`config.mk`:
```
export PLATFORM = sky130hd
export DESIGN_NAME = i2s_tx_serializer
export DESIGN_NICKNAME = d
export VERILOG_FILES = /design/src/rtl/i2s_tx_serializer.sv
export SDC_FILE = /design/constraint.sdc
export NUM_CORES = 1
export LEC_CHECK = 0
export BUFFER_PORTS_ARGS = -buffer_cell sky130_fd_sc_hd__buf_2
export CORE_MARGIN = 1.5
export CORE_UTILIZATION = 61
export CTS_BUF_LIST = sky130_fd_sc_hd__clkbuf_8
export CTS_CLUSTER_SIZE = 24
export DETAILED_ROUTE_END_ITERATION = 8
export PLACE_DENSITY = 0.83
export SLEW_MARGIN = 20
export SYNTH_ARGS = -nofsm -noshare
export SYNTH_HDL_FRONTEND = slang
export SYNTH_SLANG_ARGS = --single-unit
```
`constraint.sdc`:
```
create_clock -name clk -period 4.8 [get_ports clk]
set_input_delay 0.72 -clock clk [delete_from_list [all_inputs] [get_ports clk]]
set_output_delay 0.72 -clock clk [all_outputs]
set_load 0.01 [all_outputs]
```
`src/rtl/i2s_tx_serializer.sv`:
```
// ============================================================================
// i2s_tx_serializer
// ----------------------------------------------------------------------------
// Transmit end of the codec serial audio link. Accepts parallel left/right
// samples and drives a standard I2S stream (bclk, lrclk, sdata) toward the
// DAC. The bit clock and frame clock are derived from the system clock.
//
// Double-buffered: one sample pair waits in a holding register while the
// previous pair is shifted out. At every frame start the holding pair, if
// present, moves into the shift registers. If the holding register is empty
// but a pair is offered in that exact cycle, the pair bypasses straight into
// the shift registers. Otherwise the previous pair is repeated and an
// underrun pulse is raised.
//
// Ports:
//   clk          system clock, the only clock
//   reset        asynchronous, active-high reset
//   l_data_in    left sample, two's complement, DATA_W bits
//   r_data_in    right sample, two's complement, DATA_W bits
//   load_valid   sample pair on l/r_data_in is valid
//   load_ready   holding register can accept a pair (registered)
//   bclk         I2S bit clock
//   lrclk        word select: 0 = left slot, 1 = right slot
//   sdata        serial data, MSB first, one bclk after the lrclk edge
//   frame_start  one-clk pulse when a new frame begins
//   underrun     one-clk pulse when a frame starts with no new sample
//
// Parameters:
//   DATA_W    sample width in bits, must be <= SLOT_W-1
//   SLOT_W    bclk periods per channel slot (frame = 2*SLOT_W bclk)
//   BCLK_DIV  clk cycles per bclk half-period (>= 1)
// ============================================================================
module i2s_tx_serializer #(
    parameter int DATA_W   = 24,
    parameter int SLOT_W   = 32,
    parameter int BCLK_DIV = 4
) (
    input  logic              clk,
    input  logic              reset,
    input  logic [DATA_W-1:0] l_data_in,
    input  logic [DATA_W-1:0] r_data_in,
    input  logic              load_valid,
    output logic              load_ready,
    output logic              bclk,
    output logic              lrclk,
    output logic              sdata,
    output logic              frame_start,
    output logic              underrun
);

    // ------------------------------------------------------------------
    // Derived sizes
    // ------------------------------------------------------------------
    localparam int FRAME_W = 2 * SLOT_W;
    localparam int CNT_W   = (FRAME_W > 1) ? $clog2(FRAME_W) : 1;
    localparam int DIV_W   = (BCLK_DIV > 1) ? $clog2(BCLK_DIV) : 1;

    localparam logic [CNT_W-1:0] BIT_LAST  = CNT_W'(FRAME_W - 1);
    localparam logic [CNT_W-1:0] SLOT_SIZE = CNT_W'(SLOT_W);
    localparam logic [DIV_W-1:0] DIV_LAST  = DIV_W'(BCLK_DIV - 1);

    // ------------------------------------------------------------------
    // Serial bit lookup. Slot position s carries channel bit DATA_W-s for
    // s in 1..DATA_W; position 0 is the one-bclk I2S delay and positions
    // past the sample are zero padding.
    // ------------------------------------------------------------------
    function automatic logic slot_bit(input logic [DATA_W-1:0] word,
                                      input logic [CNT_W-1:0]  pos);
        logic result;
        result = 1'b0;
        for (int i = 0; i < DATA_W; i++) begin
            if ((int'(pos) >= 1) && (i == (DATA_W - int'(pos)))) begin
                result = word[i];
            end else begin
                result = result;
            end
        end
        return result;
    endfunction

    // ------------------------------------------------------------------
    // State
    // ------------------------------------------------------------------
    logic [DIV_W-1:0]  div_cnt_r;
    logic              bclk_r;
    logic [CNT_W-1:0]  bit_cnt_r;
    logic              lrclk_r;
    logic              sdata_r;
    logic              frame_start_r;
    logic              underrun_r;
    logic              load_ready_r;
    logic              holding_full_r;
    logic [DATA_W-1:0] holding_l_r;
    logic [DATA_W-1:0] holding_r_r;
    logic [DATA_W-1:0] shift_l_r;
    logic [DATA_W-1:0] shift_r_r;

    // ------------------------------------------------------------------
    // Combinational next-state signals
    // ------------------------------------------------------------------
    logic              div_wrap_s;
    logic              fall_s;
    logic [CNT_W-1:0]  bit_next_s;
    logic              frame_begin_s;
    logic              right_slot_s;
    logic [CNT_W-1:0]  slot_pos_s;
    logic [DATA_W-1:0] shift_l_next_s;
    logic [DATA_W-1:0] shift_r_next_s;
    logic              bypass_s;
    logic              starve_s;
    logic              accept_s;
    logic              holding_full_next_s;
    logic              sdata_next_s;

    // Divider wrap, falling-event detection and next bit position
    always_comb begin
        div_wrap_s = (div_cnt_r == DIV_LAST);
        // A toggle while bclk is high is the 1->0 falling event
        fall_s     = div_wrap_s && bclk_r;
        if (bit_cnt_r == BIT_LAST) begin
            bit_next_s = {CNT_W{1'b0}};
        end else begin
            bit_next_s = bit_cnt_r + CNT_W'(1);
        end
        frame_begin_s = fall_s && (bit_next_s == {CNT_W{1'b0}});
        right_slot_s  = (bit_next_s >= SLOT_SIZE);
        if (right_slot_s) begin
            slot_pos_s = bit_next_s - SLOT_SIZE;
        end else begin
            slot_pos_s = bit_next_s;
        end
    end

    // Frame-start reload selection: holding pair, bypass pair, or repeat
    always_comb begin
        shift_l_next_s = shift_l_r;
        shift_r_next_s = shift_r_r;
        bypass_s       = 1'b0;
        starve_s       = 1'b0;
        if (frame_begin_s) begin
            if (holding_full_r) begin
                shift_l_next_s = holding_l_r;
                shift_r_next_s = holding_r_r;
            end else if (load_valid) begin
                // Source is just in time: skip the holding register
                shift_l_next_s = l_data_in;
                shift_r_next_s = r_data_in;
                bypass_s       = 1'b1;
            end else begin
                starve_s = 1'b1;
            end
        end else begin
            shift_l_next_s = shift_l_r;
            shift_r_next_s = shift_r_r;
        end
    end

    // Load handshake and holding-register occupancy
    always_comb begin
        // A pair consumed by the bypass must not also land in holding
        accept_s = load_valid && load_ready_r && !bypass_s;
        if (frame_begin_s && holding_full_r) begin
            holding_full_next_s = 1'b0;
        end else if (accept_s) begin
            holding_full_next_s = 1'b1;
        end else begin
            holding_full_next_s = holding_full_r;
        end
    end

    // Serial data for the new bit position, from the pair about to be live
    always_comb begin
        if (right_slot_s) begin
            sdata_next_s = slot_bit(shift_r_next_s, slot_pos_s);
        end else begin
            sdata_next_s = slot_bit(shift_l_next_s, slot_pos_s);
        end
    end

    // Bit-clock divider: bclk toggles each time div_cnt wraps
    always_ff @(posedge clk or posedge reset) begin
        if (reset) begin
            div_cnt_r <= {DIV_W{1'b0}};
            bclk_r    <= 1'b0;
        end else if (div_wrap_s) begin
            div_cnt_r <= {DIV_W{1'b0}};
            bclk_r    <= ~bclk_r;
        end else begin
            div_cnt_r <= div_cnt_r + DIV_W'(1);
            bclk_r    <= bclk_r;
        end
    end

    // Frame position and serial outputs, updated only on falling events
    always_ff @(posedge clk or posedge reset) begin
        if (reset) begin
            // bit_cnt starts at the last position so the first fall is b=0
            bit_cnt_r <= BIT_LAST;
            lrclk_r   <= 1'b1;
            sdata_r   <= 1'b0;
        end else if (fall_s) begin
            bit_cnt_r <= bit_next_s;
            lrclk_r   <= right_slot_s;
            sdata_r   <= sdata_next_s;
        end else begin
            bit_cnt_r <= bit_cnt_r;
            lrclk_r   <= lrclk_r;
            sdata_r   <= sdata_r;
        end
    end

    // One-clk status pulses
    always_ff @(posedge clk or posedge reset) begin
        if (reset) begin
            frame_start_r <= 1'b0;
            underrun_r    <= 1'b0;
        end else begin
            frame_start_r <= frame_begin_s;
            underrun_r    <= starve_s;
        end
    end

    // Shift registers hold the pair currently on the wire
    always_ff @(posedge clk or posedge reset) begin
        if (reset) begin
            shift_l_r <= {DATA_W{1'b0}};
            shift_r_r <= {DATA_W{1'b0}};
        end else begin
            shift_l_r <= shift_l_next_s;
            shift_r_r <= shift_r_next_s;
        end
    end

    // Holding register, occupancy flag and registered ready
    always_ff @(posedge clk or posedge reset) begin
        if (reset) begin
            holding_l_r    <= {DATA_W{1'b0}};
            holding_r_r    <= {DATA_W{1'b0}};
            holding_full_r <= 1'b0;
            load_ready_r   <= 1'b1;
        end else begin
            if (accept_s) begin
                holding_l_r <= l_data_in;
                holding_r_r <= r_data_in;
            end else begin
                holding_l_r <= holding_l_r;
                holding_r_r <= holding_r_r;
            end
            holding_full_r <= holding_full_next_s;
            load_ready_r   <= !holding_full_next_s;
        end
    end

    assign bclk        = bclk_r;
    assign lrclk       = lrclk_r;
    assign sdata       = sdata_r;
    assign frame_start = frame_start_r;
    assign underrun    = underrun_r;
    assign load_ready  = load_ready_r;

endmodule
```
Word level (Yosys, flattened, before mapping)
Cells that the tools add are included.
{"block": "totals", "reg_bits": 111, "in_bits": 51, "output_inout_bits": 6}
{"block": "classes", "addsub": 4, "order_cmp": 2, "n_eq_ne": 25, "mux": 66, "n_bitwise": 1, "reduce_logical": 33}
{"operator": "$mux 24", "count": 6}
{"operator": "$mux 1", "count": 57}
{"operator": "$eq 5x7->1 const A", "count": 8}
{"operator": "$eq 6x7->1 const A", "count": 8}
{"operator": "$logic_not 32->1", "count": 1}
{"operator": "$logic_and 1x1->1", "count": 29}
{"operator": "$eq 4x7->1 const A", "count": 4}
{"operator": "$eq 3x7->1 const A", "count": 2}
{"operator": "$mux 6", "count": 2}
{"operator": "$eq 2x7->1 const A", "count": 1}
{"operator": "$sub 5x6->7 const A", "count": 1}
{"operator": "$add 6x1->6 const B", "count": 1}
{"operator": "$eq 6x6->1 const B", "count": 1}
{"operator": "$ge 6x1->1 const B", "count": 1}
{"operator": "$ge 6x6->1 const B", "count": 1}
{"operator": "$logic_not 6->1", "count": 1}
{"operator": "$sub 6x6->6 const B", "count": 1}
{"operator": "$add 2x1->2 const B", "count": 1}
{"operator": "$eq 2x2->1 const B", "count": 1}
{"operator": "$logic_not 1->1", "count": 2}
{"operator": "$mux 2", "count": 1}
{"operator": "$not 1->1", "count": 1}

Logic depth before layout (Yosys ltp)
Gate-level depths: netlist of run 1.
{"block": "depth", "ltp_word": 32, "mapped_depth": 14}

Worst setup path after synthesis of run 1
OpenSTA, ideal clock, no wires.
{"block": "synth_path", "kind": "register to register", "start": "register bit_cnt_r[0]", "end": "register sdata_r, in the netlist sdata", "arrival_ns": 3.049, "setup_slack_ns": 1.605, "stages_incl_launch_ff": 13, "path_buffers": 1, "period_less_slack_ns": 3.195, "cell_sequence": "dfstp_2 -> inv_1 -> ha_1 -> nand2b_1 -> a211o_1 -> a211o_1 -> nand4_1 -> nand2b_1 -> buf_2 -> o2bb2ai_1 -> or4_1 -> a41oi_2 -> a311oi_2"}
{"block": "synth_between", "elab_chain_cells": 32, "word_cells_on_any_way": 109, "cone_classes": "add/sub (3); order compare (2); eq/ne (24); mux (53); reduce/logical (27)"}
{"item": "start: declaration", "line_no": "86", "text": "logic [CNT_W-1:0] bit_cnt_r;"}
{"item": "start signal: assignment", "line_no": "202", "text": "bit_cnt_r <= bit_next_s;"}
{"item": "start signal: assignment", "line_no": "206", "text": "bit_cnt_r <= bit_cnt_r;"}
{"item": "$add 6x1->6 / $eq 6x6->1 (equally long branches)", "line_no": "123, 120"}
{"item": "$mux 6 (*)", "line_no": "120", "text": "if (bit_cnt_r == BIT_LAST) begin"}
{"item": "named net bit_next_s[1]", "line_no": "103", "text": "logic [CNT_W-1:0] bit_next_s;"}
{"item": "$sub 6x6->6 / $ge 6x6->1 (equally long branches)", "line_no": "128, 126"}
{"item": "$mux 6", "line_no": "127", "text": "if (right_slot_s) begin"}
{"item": "$sub 5x6->7", "line_no": "72", "text": "if ((int'(pos) >= 1) && (i == (DATA_W - int'(pos)))) begin"}
{"item": "$logic_not 32->1", "line_no": "72"}
{"item": "$logic_and 1x1->1", "line_no": "72"}
{"item": "$mux 1 (24 in a row)", "line_no": "72"}
{"item": "$mux 1 (*)", "line_no": "173", "text": "if (right_slot_s) begin"}
{"item": "end signal: assignment", "line_no": "204", "text": "sdata_r <= sdata_next_s;"}
{"item": "end signal: assignment", "line_no": "208", "text": "sdata_r <= sdata_r;"}
{"item": "end: declaration", "line_no": "88", "text": "logic sdata_r;"}
Mark *: on every way through the listed nets, which the timed path passes. The rest lies on a longest branch.
A chain may end at the register's enable or synchronous reset.

Final worst setup path of run 1
{"block": "layout_path", "start": "register bit_cnt_r[1]", "end": "register sdata_r, in the netlist sdata"}
{"block": "layout_between", "word_cells_on_any_way": 109, "cone_classes": "add/sub (3); order compare (2); eq/ne (24); mux (53); reduce/logical (27)"}
{"item": "$add 6x1->6 / $eq 6x6->1 (equally long branches)", "line_no": "123, 120"}
{"item": "$mux 6 (*)", "line_no": "120"}
{"item": "$logic_not 6->1 (*)", "line_no": "125", "text": "frame_begin_s = fall_s && (bit_next_s == {CNT_W{1'b0}});"}
{"item": "$logic_and 1x1->1 (*)", "line_no": "125"}
{"item": "$mux 24 (*)", "line_no": "140", "text": "if (frame_begin_s) begin"}
{"item": "named net shift_r_next_s[3]", "line_no": "108", "text": "logic [DATA_W-1:0] shift_r_next_s;"}
{"item": "$mux 1 (*) (21 in a row)", "line_no": "72"}
{"item": "$mux 1 (*)", "line_no": "173"}
Marks and branches as above.

==> results of run 1 <==
-- layout by cell type, fill, tap and decap left out, types with 4 or more instances in the layout --
| cell | count |
|---|---|
| a32oi_1 | 4 |
| a21o_1 | 4 |
| o31ai_1 | 4 |
| buf_2 | 56 |
| o22ai_1 | 18 |
| mux2_2 | 44 |
| a221o_1 | 4 |
| and3_1 | 9 |
| dfstp_2 | 8 |
| o221a_2 | 8 |
| o32ai_1 | 4 |
| nand3b_1 | 6 |
| o211ai_1 | 7 |
| ha_1 | 6 |
| and2_1 | 6 |
| a221oi_1 | 6 |
| nand2b_1 | 6 |
| nor3_1 | 16 |
| a41oi_1 | 5 |
| xnor2_1 | 4 |
| o21a_1 | 7 |
| a21oi_1 | 29 |
| a22oi_1 | 13 |
| nand3_1 | 9 |
| clkbuf_8 | 9 |
| buf_4 | 10 |
| inv_1 | 23 |
| a2bb2oi_1 | 5 |
| nor2_1 | 34 |
| nor2_2 | 4 |
| o2bb2ai_1 | 6 |
| nand2_1 | 47 |
| dfrtp_1 | 103 |
| or3_1 | 11 |
| o21ai_0 | 29 |
| o221ai_1 | 5 |
| a211oi_1 | 4 |
| nand4_1 | 4 |
-- metrics by stage --
step	hold WS [ps]	cells	area, um^2	util, %	setup slack [ps]
floorplan	403	600	6030	-	1160
global placement	415	760	6350	65.6	1090
detailed placement	435	760	6350	65.6	1010
CTS	451	776	6580	68.0	982
global route	465	776	6580	68.0	689
finish	446	776	6580	68.0	936
-- layer usage --
layer,wire length (um),global-route usage (%)
met1,7020,43.0
met3,1230,8.48
met4,314,13.1
met5,0,0
met2,7720,50.5
-- synthesized netlist by cell type, drive strengths merged (3+ instances only) --
cell type,number
mux2,44
a22oi,13
a32oi,4
and2,6
nand2b,6
nor3b,3
dfstp,8
o31ai,4
a21o,4
a2bb2oi,5
or3,12
o2bb2ai,6
a221oi,6
o22ai,18
nand3b,6
nor2,38
a41oi,6
a21oi,30
nor3,16
nand4,4
clkbuf,13
o211ai,7
nand2,49
nand3,10
o21ai,34
o21a,7
dfrtp,103
o221a,9
nand4b,3
clkinv,3
inv,24
ha,6
a211oi,4
buf,26
o221ai,5
nor2b,3
xnor2,4
a211o,3
and3,9
a221o,4
a31oi,3
o32ai,4
-- power groups by stage --
stage          Sequential [mW]  Clock [mW]  Combinational [mW]
2_1_floorplan             1.12           0               0.159
3_3_place_gp              1.14           0               0.204
3_5_place_dp              1.15           0               0.217
4_1_cts                   1.13       0.649               0.217
5_1_grt                   1.14       0.682               0.238
6_report                  1.13       0.645               0.215
-- logic make-up after synthesis --
family	count (synthesis)	share of synthesized area (%)
simple gates	176	15.2
buf+inv	66	5.10
mux	44	8.22
fa+ha+maj	6	1.25
xor+xnor	6	0.872
flops	111	46.2
compound gates	191	23.1
-- registers in the layout, summed over array words and instances (netlist names) --
name / cells
holding_full_r: 1
sdata: 1
frame_start: 1
shift_l_r: 24
holding_r_r: 24
div_cnt_r: 2
bit_cnt_r: 6
load_ready: 1
bclk: 1
underrun: 1
holding_l_r: 24
lrclk: 1
shift_r_r: 24
-- final cells by class --
cell class	instances	area, um^2
Tap cell	133	166
Inverter	27	104
Sequential cell	111	2790
Multi-Input combinational cell	423	2940
Fill cell	771	3100
Clock inverter	7	108
Clock buffer	9	124
Timing Repair Buffer	66	355
-- worst reg2reg max path: cells and delay by family (launching register included) --
kind            cells  cell delay (ps)
fa+ha+maj           1              390
compound gates      7             1620
simple gates        2             1120
flops               1              660
-- worst max path at each step --
stage                                   from           endpoint
finish              bit_cnt_r[1]$_DFFE_PP1P_  sdata$_DFFE_PP0P_
global route        bit_cnt_r[0]$_DFFE_PP1P_  sdata$_DFFE_PP0P_
CTS                 bit_cnt_r[0]$_DFFE_PP1P_  sdata$_DFFE_PP0P_
detailed placement  bit_cnt_r[0]$_DFFE_PP1P_  sdata$_DFFE_PP0P_
global placement                  load_valid  sdata$_DFFE_PP0P_
floorplan                              reset   bclk$_DFFE_PP0P_
==> flow_summary.json, run 1 <==
{
  "hold_viol": 0,
  "hp-start": "div_cnt_r[0]$_DFF_PP0_",
  "num-nets-final": 695,
  "cts_sinks": 111,
  "drv_slew": 0,
  "cts-htree-levels": 3,
  "switching_power_uw": 512,
  "clk_path_buf_depth": 2,
  "syn_to_final_growth_pct": 9.17,
  "cp_num_buf_inv": 0,
  "r2r_cells": 10,
  "swShare_pct": 25.7,
  "ys_async_sr_fraction_pct": 100,
  "grtUsageTotal_pct": 32.3,
  "crit_path_end_kind": "register",
  "cts_hold_buf": 0,
  "arrival_ps": 4180,
  "wl_per_cell_um": 21.0,
  "diodes": 0,
  "r2r-start": "bit_cnt_r[1]$_DFFE_PP1P_",
  "cts_tree": "yes",
  "crit_family": "compound AO/OA/AOI/OAI gates",
  "detail-route-antenna-nets": 0,
  "period_needed_ps": 3860,
  "worst-setup-path-type": "reg -> reg",
  "ctsResizeCount": 0,
  "netlist_top_cells_area": "dfrtp_1, mux2_2, dfstp_2",
  "finalPower_mw": 1.99,
  "grt_pass1_wl_mm": 25.3,
  "ys_seq_elements": 111,
  "synth_top_area_cell": "dfrtp_1",
  "critPathLaunchType": "register",
  "fmax_mhz": 259,
  "worstHoldEndpoint": "div_cnt_r[0]$_DFF_PP0_",
  "syn_inst": 600,
  "crit_fanout": 16,
  "ys.flop_type": "dfrtp_1",
  "place_hpwl_mm": 11.4,
  "drtIter0Drc": 339,
  "p_leak_nw": 2.87,
  "pwr-share-comb_pct": 10.8,
  "ioPinCount": 57,
  "root_buffer": "clkbuf_8",
  "die_area_um2": 10500,
  "outcome": "finished, final reports clean",
  "ys_warn_count": 0,
  "clkPwrFrac_pct": 32.4,
  "routed_via_density": 6.60,
  "grt_pass1_vias": 4932,
  "r2r_slack_ps": 940,
  "drc_errors": 0,
  "antenna_found_initial": 0,
  "relSlewSlack_pct": 42.0,
  "synth_top_area_share_pct": 42.7,
  "ys_types": 75,
  "power.internal_mw": 1.48,
  "post_cts_buffers": 0,
  "fin_skew_ps": 15.8,
  "cts.clk_slew.worst_paths_ps": 110,
  "rsz0062_at_grt": "false",
  "start_util_pct": 62.3,
  "routed_wl_mm": 16.3,
  "netlist_area_um2": 6030,
  "p_seq_share_pct": 56.8,
  "min_path_type": "reg -> reg",
  "final-setup-viol-count": 0,
  "port_buffers": 56,
  "vias": 5124,
  "drive_gt1_share_pct": 24.9,
  "slowest_delay_ps": 660,
  "clock_latency_ps": 400,
  "min_path_cells": 1,
  "place.gp.congestion": 0.938,
  "cap_violations": 0,
  "fin_tns_setup_ps": 0,
  "tightest_slew_ps": 871,
  "cts_made_buffers": 9,
  "crit_chain": "ha_1 > and4_1 > o21ai_0 > nor2_2 > a2bb2oi_1 > o22ai_1 > o32a_1 > a21o_1 > a211o_1 > a311oi_2",
  "die_width_um": 102,
  "yosysSeqAreaShare_pct": 46.2,
  "power.density_nw_per_um2": 302,
  "synth.avg_cell_area_um2": 10.0,
  "synth_fp_nets": 657,
  "period_share_pct": 80.5,
  "peakVddDrop_mv": 0.313,
  "synth_edf_count": 0,
  "fp-row-count": 36,
  "cpMaxStageDelayCell": "dfstp_2",
  "required_ps": 5120,
  "drtPass1Iterations": 5,
  "grt_max_degree": 71,
  "core_um2": 9680,
  "worst-path-stages": 10,
  "die_y_um": 102,
  "reg2reg_to": "sdata$_DFFE_PP0P_",
  "grt_remaining_overflow": 0
}
(Power assumes the default switching activity.)
==> run 2: changes to the inputs <==
CORE_UTILIZATION = 56   (was 61)
PLACE_DENSITY = 0.8   (was 0.83)
clock period = 3.1 ns   (was 4.8 ns; I/O delays follow)
==> flow_summary.json, run 2 (synthesis gave the netlist of run 1 again) <==
{
  "outcome": "finished, final reports clean",
  "dp_slack_ps": -75.6,
  "detail-route-antenna-nets": 0,
  "clock_latency_ps": 400,
  "fp-row-count": 37,
  "fmax_mhz": 331,
  "min_path_type": "in -> reg",
  "peakVddDrop_mv": 0.394,
  "antenna_found_initial": 0,
  "grt.busiest_layer": "met2",
  "routed_via_density": 6.38,
  "final_cell_mix": "dfrtp_1, buf_4, buf_2, nand2_1, mux2_2",
  "wl_per_cell_um": 20.6,
  "cap_violations": 0,
  "root_buffer": "clkbuf_8",
  "crit_path_end_kind": "register",
  "core_um2": 10400,
  "syn_to_final_growth_pct": 21.9,
  "cpMaxStageDelayCell": "dfstp_2",
  "cp_num_buf_inv": 2,
  "worst-setup-path-type": "reg -> reg",
  "cts-htree-levels": 3,
  "finalPower_mw": 2.91,
  "grt_use_met1_pct": 43.0,
  "grt_max_degree": 60,
  "place_hpwl_mm": 13.1,
  "gr-usage-met2_pct": 52.0,
  "grt_pass1_vias": 5505,
  "timing.hold.ws_ps": 310,
  "routed_wl_mm": 17.7,
  "period_share_pct": 97.4,
  "mostFrequentLayoutCell": "dfrtp_1",
  "num-nets-final": 776,
  "diodes": 0,
  "drive_gt1_share_pct": 37.3,
  "use_met3_pct": 5.90,
  "grtUsageTotal_pct": 32.2,
  "start_util_pct": 58.1,
  "fin_skew_ps": 12.4,
  "port_buffers": 56,
  "arrival_ps": 3270,
  "relSlewSlack_pct": 49.3,
  "die_width_um": 107,
  "crit_chain": "buf_4 > and3_1 > o21ai_4 > nand2_1 > clkinvlp_4 > o221a_2 > o21ai_0 > a22oi_1 > a221o_1 > a41oi_2 > a311oi_2",
  "tightest_slew_ps": 760,
  "place.gp.congestion": 0.979,
  "slowest_delay_ps": 610,
  "setup_ws_ps": 81.7,
  "cts.clk_slew.worst_paths_ps": 100,
  "p_leak_nw": 3.27,
  "crit_family": "compound AO/OA/AOI/OAI gates",
  "ioPinCount": 57,
  "period_needed_ps": 3020,
  "grt_pass1_wl_mm": 28.2,
  "die_area_um2": 11400,
  "drv_slew": 0,
  "vias": 5489,
  "hold_viol": 0,
  "critPathLaunchType": "register",
  "die_y_um": 107,
  "drc_errors": 0,
  "cts_made_buffers": 9,
  "final-setup-viol-count": 0,
  "cts_tree": "yes",
  "crit_fanout": 8,
  "drtIter0Drc": 467,
  "power.density_nw_per_um2": 395,
  "grt_remaining_overflow": 0,
  "required_ps": 3350,
  "clk_path_buf_depth": 2,
  "cts_sinks": 111,
  "drtPass1Iterations": 5
}
## run 2: changes by cell type in the layout (fill, tap and decap cells not counted), sizes merged
cell / previous run / this run
buf: 66 / 146
bufinv: 2 / 0
clkbuf: 9 / 10
clkinv: 7 / 5
clkinvlp: 0 / 3
dlygate4sd3: 0 / 1
## run 2: path summary, 6_finish.rpt
path	cells past startpoint	start	slack (ps)	to
worst max-delay path	11	bit_cnt_r[0]$_DFFE_PP1P_	80	sdata$_DFFE_PP0P_
worst min-delay path	2	r_data_in[18]	310	holding_r_r[18]$_DFFE_PP0P_
worst max register to register	11	bit_cnt_r[0]$_DFFE_PP1P_	80	sdata$_DFFE_PP0P_
worst min register to register	1	div_cnt_r[0]$_DFF_PP0_	450	div_cnt_r[0]$_DFF_PP0_
max in group asynchronous	4	reset	1710	holding_l_r[16]$_DFFE_PP0P_
min in group asynchronous	3	reset	480	holding_l_r[23]$_DFFE_PP0P_
## run 2: layer usage
metal / up-vias / share of wire [%]
met5: - / 0
met3: 47 / 7.0
li1: 2491 / -
met4: 0 / 3.0
met2: 254 / 47
met1: 2697 / 43
## run 2: worst reg2reg max path: stages (launching register included)
cell and delay, ps:
dfstp_2 610, buf_4 140, and3_1 230, o21ai_4 150
nand2_1 180, clkinvlp_4 220, o221a_2 360, o21ai_0 210
a22oi_1 160, a221o_1 400, a41oi_2 180, a311oi_2 50
## run 2: layout make-up
class	count	area, um^2
tap	136	170
multi-input combinational	423	3120
clock buffer	10	138
clock inverter	6	35.0
sequential	111	2790
inverter	27	109
fill	784	3020
timing repair buffer	147	990
## run 2: power breakdown
part | total (mW) | leakage (nW) | switching [mW] | internal [mW]
Clock | 0.811 | 0.0936 | 0.500 | 0.310
Combinational | 0.345 | 1.82 | 0.153 | 0.191
Sequential | 1.75 | 1.36 | 0.109 | 1.64
## run 2: per-stage QoR
step	util [%]	setup TNS [ps]	instance area (um^2)	instances
after floorplan	-	0	6050	600
after global placement	66.6	-43.4	6910	833
after detailed placement	66.6	-75.6	6910	833
after CTS	68.5	0	7110	851
after global routing	70.9	-106	7350	860
final	70.9	0	7350	860
## run 2: timing repair
item | in CTS | in global routing
pin swaps | 0 | 16
hold buffers | 1 | 0
buffers inserted | 1 | 9
setup endpoints to repair | 1 | 1
endpoints found under the hold margin | 1 | 0
resized for setup | 3 | 40
==> run 3: changes to the inputs <==
ABC_AREA = 1   (was not set)
SETUP_SLACK_MARGIN = 0.3   (was not set)
==> flow_summary.json, run 3 <==
{
  "outcome": "finished with violations",
  "violations": "setup timing",
  "grt_remaining_overflow": 0,
  "n_fill_cell": 871,
  "grt_max_degree": 74,
  "fin_skew_ps": 18.1,
  "port_buffers": 56,
  "crit_fanout": 6,
  "fmax_mhz": 309,
  "die_y_um": 108,
  "syn_inst": 846,
  "critPathLaunchType": "register",
  "ys.flop_type": "dfrtp_1",
  "cpMaxStageDelayCell": "dfstp_2",
  "place_hpwl_mm": 9.70,
  "synth_top_area_cell": "dfrtp_1",
  "arrival_ps": 3570,
  "clock_latency_ps": 390,
  "relSlewSlack_pct": 68.3,
  "start_util_pct": 57.3,
  "final-setup-viol-count": 1,
  "synth.avg_cell_area_um2": 7.34,
  "ys_warn_count": 0,
  "synth_edf_count": 0,
  "required_ps": 3430,
  "die_area_um2": 11700,
  "netlist_area_um2": 6210,
  "tightest_slew_ps": 474,
  "mostFrequentLayoutCell": "nand2_1",
  "period_share_pct": 104,
  "cts.clk_slew.worst_paths_ps": 100,
  "slowest_delay_ps": 580,
  "drv_slew": 0,
  "dp_slack_ps": -122,
  "diodes": 0,
  "rsz0062_at_grt": "true",
  "timing.hold.ws_ps": 87.2,
  "die_width_um": 108,
  "cts_made_buffers": 9,
  "root_buffer": "clkbuf_8",
  "clk_path_buf_depth": 2,
  "fp-row-count": 38,
  "detail-route-antenna-nets": 0,
  "grt_pass1_vias": 5298,
  "reg2reg_to": "sdata$_DFFE_PP0P_",
  "place.gp.congestion": 0.883,
  "synth_fp_nets": 903,
  "r2r_cells": 34,
  "min_path_type": "in -> async",
  "final_area_um2": 7370,
  "cts_sinks": 111,
  "synth_top_area_share_pct": 41.5,
  "grtUsageTotal_pct": 25.7,
  "drc_errors": 0,
  "synth_common_cells": "nand2_1, o21ai_0, dfrtp_1",
  "placedInstanceArea_um2": 7020,
  "syn_to_final_growth_pct": 18.7,
  "antenna_found_initial": 0,
  "ys_types": 32,
  "drtIter0Drc": 347,
  "crit_path_end_kind": "register",
  "cts_hold_buf": 0,
  "finalPower_mw": 2.51,
  "yosysSeqAreaShare_pct": 44.9,
  "fin_tns_setup_ps": -139,
  "vias": 5565,
  "wl_per_cell_um": 12.9,
  "period_needed_ps": 3240,
  "cts_tree": "yes",
  "peakVddDrop_mv": 0.338,
  "path_common_cell": "nand2_1",
  "synth.most_common_cell": "nand2_1",
  "hold_viol": 0,
  "routed_via_density": 5.18,
  "ys_seq_elements": 111,
  "ys_async_sr_fraction_pct": 100,
  "r2r-start": "bit_cnt_r[1]$_DFFE_PP1P_",
  "final_cell_mix": "nand2_1, o21ai_0, dfrtp_1, inv_1, buf_2",
  "worst-setup-path-type": "reg -> reg",
  "num-nets-final": 987,
  "drtPass1Iterations": 5,
  "grt_pass1_wl_mm": 24.0,
  "ioPinCount": 57,
  "r2r_slack_ps": -140,
  "netlist_top_cells_area": "dfrtp_1, nand2_1, o21ai_0",
  "drive_gt1_share_pct": 22.5,
  "cap_violations": 0,
  "power.density_nw_per_um2": 341,
  "routed_wl_mm": 13.8,
  "cts-htree-levels": 3,
  "setup_ws_ps": -139,
  "core_um2": 10800,
  "p_leak_nw": 4.00
}
run 3: power by group:
part | internal [mW] | leakage (nW) | switching, mW
Clock | 0.450 | 0.106 | 0.489
Sequential | 1.45 | 1.38 | 0
Combinational | 0.0438 | 2.52 | 0.0794
Total | 1.94 | 4.00 | 0.569
run 3: what timing repair did:
| item | 4_1_cts | 5_1_grt |
|---|---|---|
| endpoints found under the setup margin | 1 | 1 |
| pin swaps | 7 | 7 |
| gates cloned | 1 | 0 |
| gates resized for setup | 19 | 7 |
| buffers inserted | 2 | 2 |
run 3: per-layer routing:
layer | up-vias | share of wire [%] | GRT usage, % | routed length, um
met4 | 0 | 2.4 | 10.2 | 333
met3 | 30 | 3.8 | 4.40 | 529
met1 | 2558 | 46 | 34.4 | 6430
met5 | - | 0 | 0 | 0
li1 | 2858 | - | - | -
met2 | 119 | 47 | 41.8 | 6540
run 3: worst max path at each step:
stage	startpoint	end	slack, ps	cells past startpoint
2_1_floorplan	bit_cnt_r[0]$_DFFE_PP1P_	sdata$_DFFE_PP0P_	160	34
3_3_place_gp	bit_cnt_r[1]$_DFFE_PP1P_	sdata$_DFFE_PP0P_	-60	30
3_5_place_dp	bit_cnt_r[1]$_DFFE_PP1P_	sdata$_DFFE_PP0P_	-120	33
4_1_cts	bit_cnt_r[1]$_DFFE_PP1P_	sdata$_DFFE_PP0P_	-50	34
5_1_grt	bit_cnt_r[0]$_DFFE_PP1P_	sdata$_DFFE_PP0P_	-530	34
6_report	bit_cnt_r[1]$_DFFE_PP1P_	sdata$_DFFE_PP0P_	-140	34
run 3: through the flow:
stage | util (%) | cells
floorplan | - | 846
global placement | 64.8 | 1054
detailed placement | 64.8 | 1054
CTS | 67.6 | 1073
global route | 68.0 | 1075
finish | 68.0 | 1075
run 3: area by class of cell:
| type | count | area (um^2) | share of cell area (%) |
|---|---|---|---|
| clock buffers | 9 | 124 | 1.68 |
| flip-flops and latches | 111 | 2790 | 37.8 |
| repair buffers | 112 | 796 | 10.8 |
| multi-input cells | 595 | 3010 | 40.9 |
| clock inverters | 7 | 88.8 | 1.21 |
| well taps | 140 | 175 | 2.38 |
| inverters | 101 | 383 | 5.20 |
run 3: worst max-delay path, delay by kind of cell, from the launching register on:
kind / cells / cell delay, ps
adder cells (fa/ha/maj): 1 / 220
flip-flops: 1 / 580
AO/OA/AOI/OAI: 2 / 330
buffers and inverters: 2 / 180
AND/OR/NAND/NOR: 29 / 1880
run 3: kinds of logic after synthesis:
group / share of synthesized area, %
and+or+nand+nor: 24.5
AOI/OAI and AO/OA: 15.8
buffers and inverters: 9.21
DFF: 44.9
muxes: 4.33
adders and majority gates: 1.21
